==> src/rtl/johnson_seq_ctrl_if.sv <==
// Command/status bundle for johnson_seq_ctrl.
// Master drives start/run_len/dir/hold/abort/clear; slave returns count/phase/busy/done/wrap.
interface johnson_seq_ctrl_if #(
  parameter int WIDTH = 8,
  parameter int CNT_W = 8,
  parameter int PH_W  = 4
);
  logic             start;
  logic [CNT_W-1:0] run_len;
  logic             dir;
  logic             hold;
  logic             abort;
  logic             clear;
`ifdef JSC_STOP_AT_PHASE_EN
  logic [PH_W-1:0]  stop_phase;
`endif
  logic [WIDTH-1:0] count;
  logic [PH_W-1:0]  phase;
  logic             busy;
  logic             done;
  logic             wrap;

  modport master (
    output start, run_len, dir,
    output hold, abort, clear,
`ifdef JSC_STOP_AT_PHASE_EN
    output stop_phase,
`endif
    input  count, phase, busy,
    input  done, wrap
  );

  modport slave (
    input  start, run_len, dir,
    input  hold, abort, clear,
`ifdef JSC_STOP_AT_PHASE_EN
    input  stop_phase,
`endif
    output count, phase, busy,
    output done, wrap
  );
endinterface

==> src/rtl/johnson_seq_ctrl.sv <==
// Johnson ring run controller: runs N forward/reverse steps with hold/abort.
// Ports: clk, reset (async, active-high), bus (slave: command in, count/phase/busy/done/wrap out).
// Optional macro JSC_STOP_AT_PHASE_EN adds bus.stop_phase early-termination.
module johnson_seq_ctrl #(
  parameter int WIDTH = 8,
  parameter int CNT_W = 8,
  parameter int PH_W  = 4
) (
  input  logic              clk,
  input  logic              reset,
  johnson_seq_ctrl_if.slave bus
);

  typedef enum logic {IDLE, RUN} state_e;

  state_e           state_q, state_d;
  logic [WIDTH-1:0] count_q, count_d;
  logic [CNT_W-1:0] rem_q, rem_d;
  logic             dir_q, dir_d;
  logic             done_q, done_d;
  logic             wrap_q, wrap_d;
  logic [WIDTH-1:0] nxt;
  logic             stop_hit;
`ifdef JSC_STOP_AT_PHASE_EN
  logic [PH_W-1:0]  stop_q, stop_d;
`endif

  function automatic logic [WIDTH-1:0] fwd(
    input logic [WIDTH-1:0] c
  );
    return {~c[0], c[WIDTH-1:1]};
  endfunction

  function automatic logic [WIDTH-1:0] rev(
    input logic [WIDTH-1:0] c
  );
    return {c[WIDTH-2:0], ~c[WIDTH-1]};
  endfunction

  // Top bit set means we are in the filling half
  // of the ring; otherwise the draining half.
  function automatic logic [PH_W-1:0] phase_of(
    input logic [WIDTH-1:0] c
  );
    int p;
    p = 0;
    for (int i = 0; i < WIDTH; i++)
      p += int'(c[i]);
    if (c == '0 || c[WIDTH-1])
      return PH_W'(p);
    return PH_W'(2 * WIDTH - p);
  endfunction

  always_comb begin
    state_d  = state_q;
    count_d  = count_q;
    rem_d    = rem_q;
    dir_d    = dir_q;
    done_d   = 1'b0;
    wrap_d   = 1'b0;
`ifdef JSC_STOP_AT_PHASE_EN
    stop_d   = stop_q;
`endif
    nxt = dir_q ? rev(count_q) : fwd(count_q);
`ifdef JSC_STOP_AT_PHASE_EN
    stop_hit = (int'(stop_q) < 2 * WIDTH) &&
               (phase_of(nxt) == stop_q);
`else
    stop_hit = 1'b0;
`endif
    unique case (state_q)
      IDLE: begin
        if (bus.clear)
          count_d = '0;
        if (bus.start && !bus.abort) begin
          if (bus.run_len == '0) begin
            done_d = 1'b1;
          end else begin
            state_d = RUN;
            rem_d   = bus.run_len;
            dir_d   = bus.dir;
`ifdef JSC_STOP_AT_PHASE_EN
            stop_d  = bus.stop_phase;
`endif
          end
        end
      end
      RUN: begin
        if (bus.abort) begin
          state_d = IDLE;
        end else if (!bus.hold) begin
          count_d = nxt;
          rem_d   = rem_q - CNT_W'(1);
          wrap_d  = (nxt == '0);
          if (rem_q == CNT_W'(1) || stop_hit) begin
            state_d = IDLE;
            done_d  = 1'b1;
          end
        end
      end
      default: state_d = IDLE;
    endcase
  end

  always_ff @(posedge clk or posedge reset) begin
    if (reset) begin
      state_q <= IDLE;
      count_q <= '0;
      rem_q   <= '0;
      dir_q   <= 1'b0;
      done_q  <= 1'b0;
      wrap_q  <= 1'b0;
`ifdef JSC_STOP_AT_PHASE_EN
      stop_q  <= '0;
`endif
    end else begin
      state_q <= state_d;
      count_q <= count_d;
      rem_q   <= rem_d;
      dir_q   <= dir_d;
      done_q  <= done_d;
      wrap_q  <= wrap_d;
`ifdef JSC_STOP_AT_PHASE_EN
      stop_q  <= stop_d;
`endif
    end
  end

  assign bus.count = count_q;
  assign bus.phase = phase_of(count_q);
  assign bus.busy  = (state_q == RUN);
  assign bus.done  = done_q;
  assign bus.wrap  = wrap_q;

endmodule

==> src/flat_wrapper.sv <==
// flat-port wrapper written by rule: the top's interface ports become plain ports
module johnson_seq_ctrl_flat 
#(
  parameter int WIDTH = 8,
  parameter int CNT_W = 8,
  parameter int PH_W  = 4
)
  (clk, reset, bus_start, bus_run_len, bus_dir, bus_hold, bus_abort, bus_clear, bus_count, bus_phase, bus_busy, bus_done, bus_wrap);
  johnson_seq_ctrl_if #(.WIDTH(WIDTH), .CNT_W(CNT_W), .PH_W(PH_W)) bus_i ();
  input  logic clk;
  input  logic reset;
  input wire logic [$bits(bus_i.start)-1:0] bus_start;
  input wire logic [$bits(bus_i.run_len)-1:0] bus_run_len;
  input wire logic [$bits(bus_i.dir)-1:0] bus_dir;
  input wire logic [$bits(bus_i.hold)-1:0] bus_hold;
  input wire logic [$bits(bus_i.abort)-1:0] bus_abort;
  input wire logic [$bits(bus_i.clear)-1:0] bus_clear;
  output wire logic [$bits(bus_i.count)-1:0] bus_count;
  output wire logic [$bits(bus_i.phase)-1:0] bus_phase;
  output wire logic [$bits(bus_i.busy)-1:0] bus_busy;
  output wire logic [$bits(bus_i.done)-1:0] bus_done;
  output wire logic [$bits(bus_i.wrap)-1:0] bus_wrap;
  assign bus_i.start = bus_start;
  assign bus_i.run_len = bus_run_len;
  assign bus_i.dir = bus_dir;
  assign bus_i.hold = bus_hold;
  assign bus_i.abort = bus_abort;
  assign bus_i.clear = bus_clear;
  assign bus_count = bus_i.count;
  assign bus_phase = bus_i.phase;
  assign bus_busy = bus_i.busy;
  assign bus_done = bus_i.done;
  assign bus_wrap = bus_i.wrap;
  johnson_seq_ctrl #(.WIDTH(WIDTH), .CNT_W(CNT_W), .PH_W(PH_W)) u_core (.clk(clk), .reset(reset), .bus(bus_i));
endmodule
==> config.mk <==
export PLATFORM = sky130hd
export DESIGN_NAME = johnson_seq_ctrl_flat
export DESIGN_NICKNAME = d
export VERILOG_FILES = /design/src/rtl/johnson_seq_ctrl_if.sv /design/src/rtl/johnson_seq_ctrl.sv /design/src/flat_wrapper.sv
export SDC_FILE = /design/constraint.sdc
export NUM_CORES = 1
export LEC_CHECK = 0
export ABC_AREA = 1
export CORE_MARGIN = 4
export CORE_UTILIZATION = 35
export CTS_BUF_LIST = sky130_fd_sc_hd__clkbuf_4 sky130_fd_sc_hd__clkbuf_8
export DETAILED_ROUTE_END_ITERATION = 6
export HOLD_SLACK_MARGIN = 0.1
export PLACE_DENSITY = 0.67
export SYNTH_ARGS = -nofsm -noshare
export SYNTH_HDL_FRONTEND = slang
export SYNTH_SLANG_ARGS = --single-unit
==> constraint.sdc <==
create_clock -name clk -period 3.24 [get_ports clk]
set_input_delay 0.324 -clock clk [delete_from_list [all_inputs] [get_ports clk]]
set_output_delay 0.324 -clock clk [all_outputs]
set_load 0.1 [all_outputs]
==> qor.txt <==
Outcome: finished, violations left
Failing checks: setup timing
Initial core utilization: 0.3640
Crit path max fanout: 2
Total Power: 1.408 mW
Final Cycle Share: 1.195
Maxcap violations: 0
CP Capture Type: output port
Cell area after placement: 1946 um2
Antenna Cells: 0
CP max stage delay: 0.49 ns
Most used cell, CP: inv_2
Chip Height: 72.73 um
Row cnt: 23
CTS Hold Bufs: 0
CTS Buffer Depth: 2
DR DRC count: 0
Syn-to-layout area delta: 41.13%
First-pass GRT wire length: 5740 um
CP delay by family, top: adder cells
Final Setup Violations: 4
Layout Nets: 273
Fmax: 258.4 MHz
Synth area leader: dfrtp_1
GRT Total Usage: 0.1388
Layout cells sized above 1: 0.2033
Detailed Place HPWL: 2673 um
Hold Fails Final Rpt: 0
Total grt overflow: 0
First DRT Iteration DRCs: 142
#FFs+latches synth: 20
Worst hold path class: primary input to async pin
Syn avg cell area: 7.153 um2
Setup ws final: -0.6303 ns
Pleak: 0.9518 nW
DR vias/cell: 4.868
Tmin final: 3.870 ns
WP data arrival: 3.55 ns
Crit-path cells: inv_4 -> ha_4 -> inv_2 -> fa_1 -> fa_1 -> fa_2 -> inv_2 -> fa_1 -> inv_2 -> ha_4 -> xnor2_2 -> inv_2 -> o21ai_4 -> buf_12
IO buf count: 29
Die Wd: 72.73 um
Critical path buffers and inverters: 6
Post-synthesis cell type count: 25
Via Count: 1441
Pin count of the biggest net entering global routing: 21
CTS tree: built
Slew HR: 0.3508
Pwr Density: 680.2 nW/um2
Die area: 5290 um2
Syn Inst Count: 205
CTS clk-pin slew, worst paths: 0.08 ns
Core Area: 4029 um2
Share of the synthesized area in the top cell type: 0.3413
Worst Max-Slew Pin Slew: 0.9708 ns
H-tree Lvls: 1
Design Area, Final: 2069 um2
Worst vdd ir: 0.3721 mV
Vias in the first global route: 1292
RSZ-0062 raised after global routing: yes
Crit path kind: register to output port
RD Place Congestion: 0.8373
Critical Path Start Type: register
WP data required: 2.92 ns
Final wirelength: 3389 um
Largest cells by area after synthesis: dfrtp_1, nand2_1, inv_1
Drt first pass iters: 5
Clk_lat worst skew: 0.26 ns
CTS root buf: clkbuf_8
Num CTS Buffers: 3
I/O pin count: 30
Seq/Total Area, Yosys: 0.3413
Final hold slack: 0.4947 ns
WL/cell: 11.45 um
Slew Limit Fails: 0
Initial antenna violation count: 0
Slowest CP cell: dfrtp_4
Syn nets: 231
Synth warn: 0
Antenna-violating nets left: 0
Synth Cell Area: 1466 um2
Clk sinks: 20
Setup TNS: -1.725 ns
FILL cells: 408
Worst clock skew: 0.007232 ns
registers in the layout, indices dropped and copies added (netlist names):
register          count
u_core.bus.done       1
u_core.bus.count      8
u_core.bus.wrap       1
u_core.rem_q          8
u_core.bus.busy       1
u_core.dir_q          1
metrics by stage:
stage	std cells	worst slack [ns]	utilization
after floorplan	205	-0.8247	-
after global placement	289	-0.3603	0.4829
after detailed placement	289	-0.4372	0.4829
after CTS	294	-0.7181	0.5068
after global routing	296	-0.7686	0.5137
final	296	-0.6303	0.5137
worst reg2reg max path: stages (launching register included):
cell and delay, ns:
dfrtp_1 0.56, nand2_1 0.16, or2_1 0.52, nand2_2 0.26
o21ai_0 0.28
worst paths after layout:
kind / start / to / slack [ns] / depth (start not counted)
worst max-delay path: u_core.bus.count[0] / bus_phase[2] / -0.63 / 14
worst min-delay path: reset / u_core.bus.wrap / 0.49 / 2
worst max register to register: u_core.bus.busy / u_core.bus.count[2] / 1.35 / 4
worst min register to register: u_core.rem_q[7] / u_core.rem_q[7] / 0.57 / 2
max in group asynchronous: reset / u_core.bus.count[0] / 2.18 / 2
min in group clk: u_core.rem_q[7] / u_core.rem_q[7] / 0.57 / 2
cell usage in the layout, fill, tap and decap left out, drive strengths merged:
cell           count
a21oi              3
buf               19
clkbuf             4
clkdlybuf4s50     24
clkinvlp           1
dfrtp             20
fa                 4
ha                 7
inv               34
nand2             50
nand3             22
nand4              3
nor2              17
nor3               2
o21ai             26
o22ai              5
or2                4
xnor2              1
layer usage:
layer,part of all wire,GRT usage,vias to the layer above
met3,0.047,0.03168,7
met4,0.017,0.04303,0
met2,0.46,0.2074,39
met5,0,0,-
li1,-,-,738
met1,0.47,0.1988,657
logic make-up after synthesis:
family | count (synthesis) | synth area share
AND/OR/NAND/NOR | 98 | 0.2918
buffers and inverters | 41 | 0.1186
AO/OA/AOI/OAI | 34 | 0.1280
flip-flops | 20 | 0.3413
adder cells (fa/ha/maj) | 11 | 0.1143
XOR/XNOR | 1 | 0.005974
power breakdown:
group	leakage, nW	total (mW)	switching [mW]	internal [mW]
clock	0.0288	0.190	0.0815	0.108
sequential	0.255	0.350	0.0558	0.294
combinational	0.668	0.868	0.537	0.331
total	0.952	1.41	0.675	0.733
cell usage after synthesis:
| cell | n |
|---|---|
| nor3_1 | 2 |
| or2_1 | 1 |
| nand2_4 | 1 |
| ha_1 | 7 |
| or2_2 | 3 |
| o21ai_1 | 3 |
| dfrtp_1 | 20 |
| buf_4 | 1 |
| clkbuf_1 | 2 |
| xnor2_1 | 1 |
| nand4_1 | 3 |
| buf_6 | 2 |
| o21ai_4 | 1 |
| inv_2 | 1 |
| fa_1 | 4 |
| nand3_1 | 22 |
| inv_1 | 34 |
| o22ai_1 | 5 |
| nor2_2 | 1 |
| a21oi_1 | 3 |
| o21ai_0 | 22 |
| buf_2 | 1 |
| nand2_2 | 1 |
| nand2_1 | 48 |
| nor2_1 | 16 |
final cells by class:
class | instances | area [um2] | area share
Timing Repair Buffer | 43 | 436.7 | 0.2110
Sequential cell | 20 | 510.5 | 0.2467
Inverter | 35 | 140.1 | 0.06771
Multi-Input combinational cell | 144 | 864.6 | 0.4178
Clock buffer | 4 | 55.05 | 0.02660
Tap cell | 50 | 62.56 | 0.03023
repair_timing:
item / CTS / global route
endpoints found under the setup margin: 4 / 4
pin swaps: 6 / 6
resized for setup: 7 / 5
hold endpoints to repair: 0 / 0
buffers inserted: 1 / 3
Power figures use the tool's default switching activity.
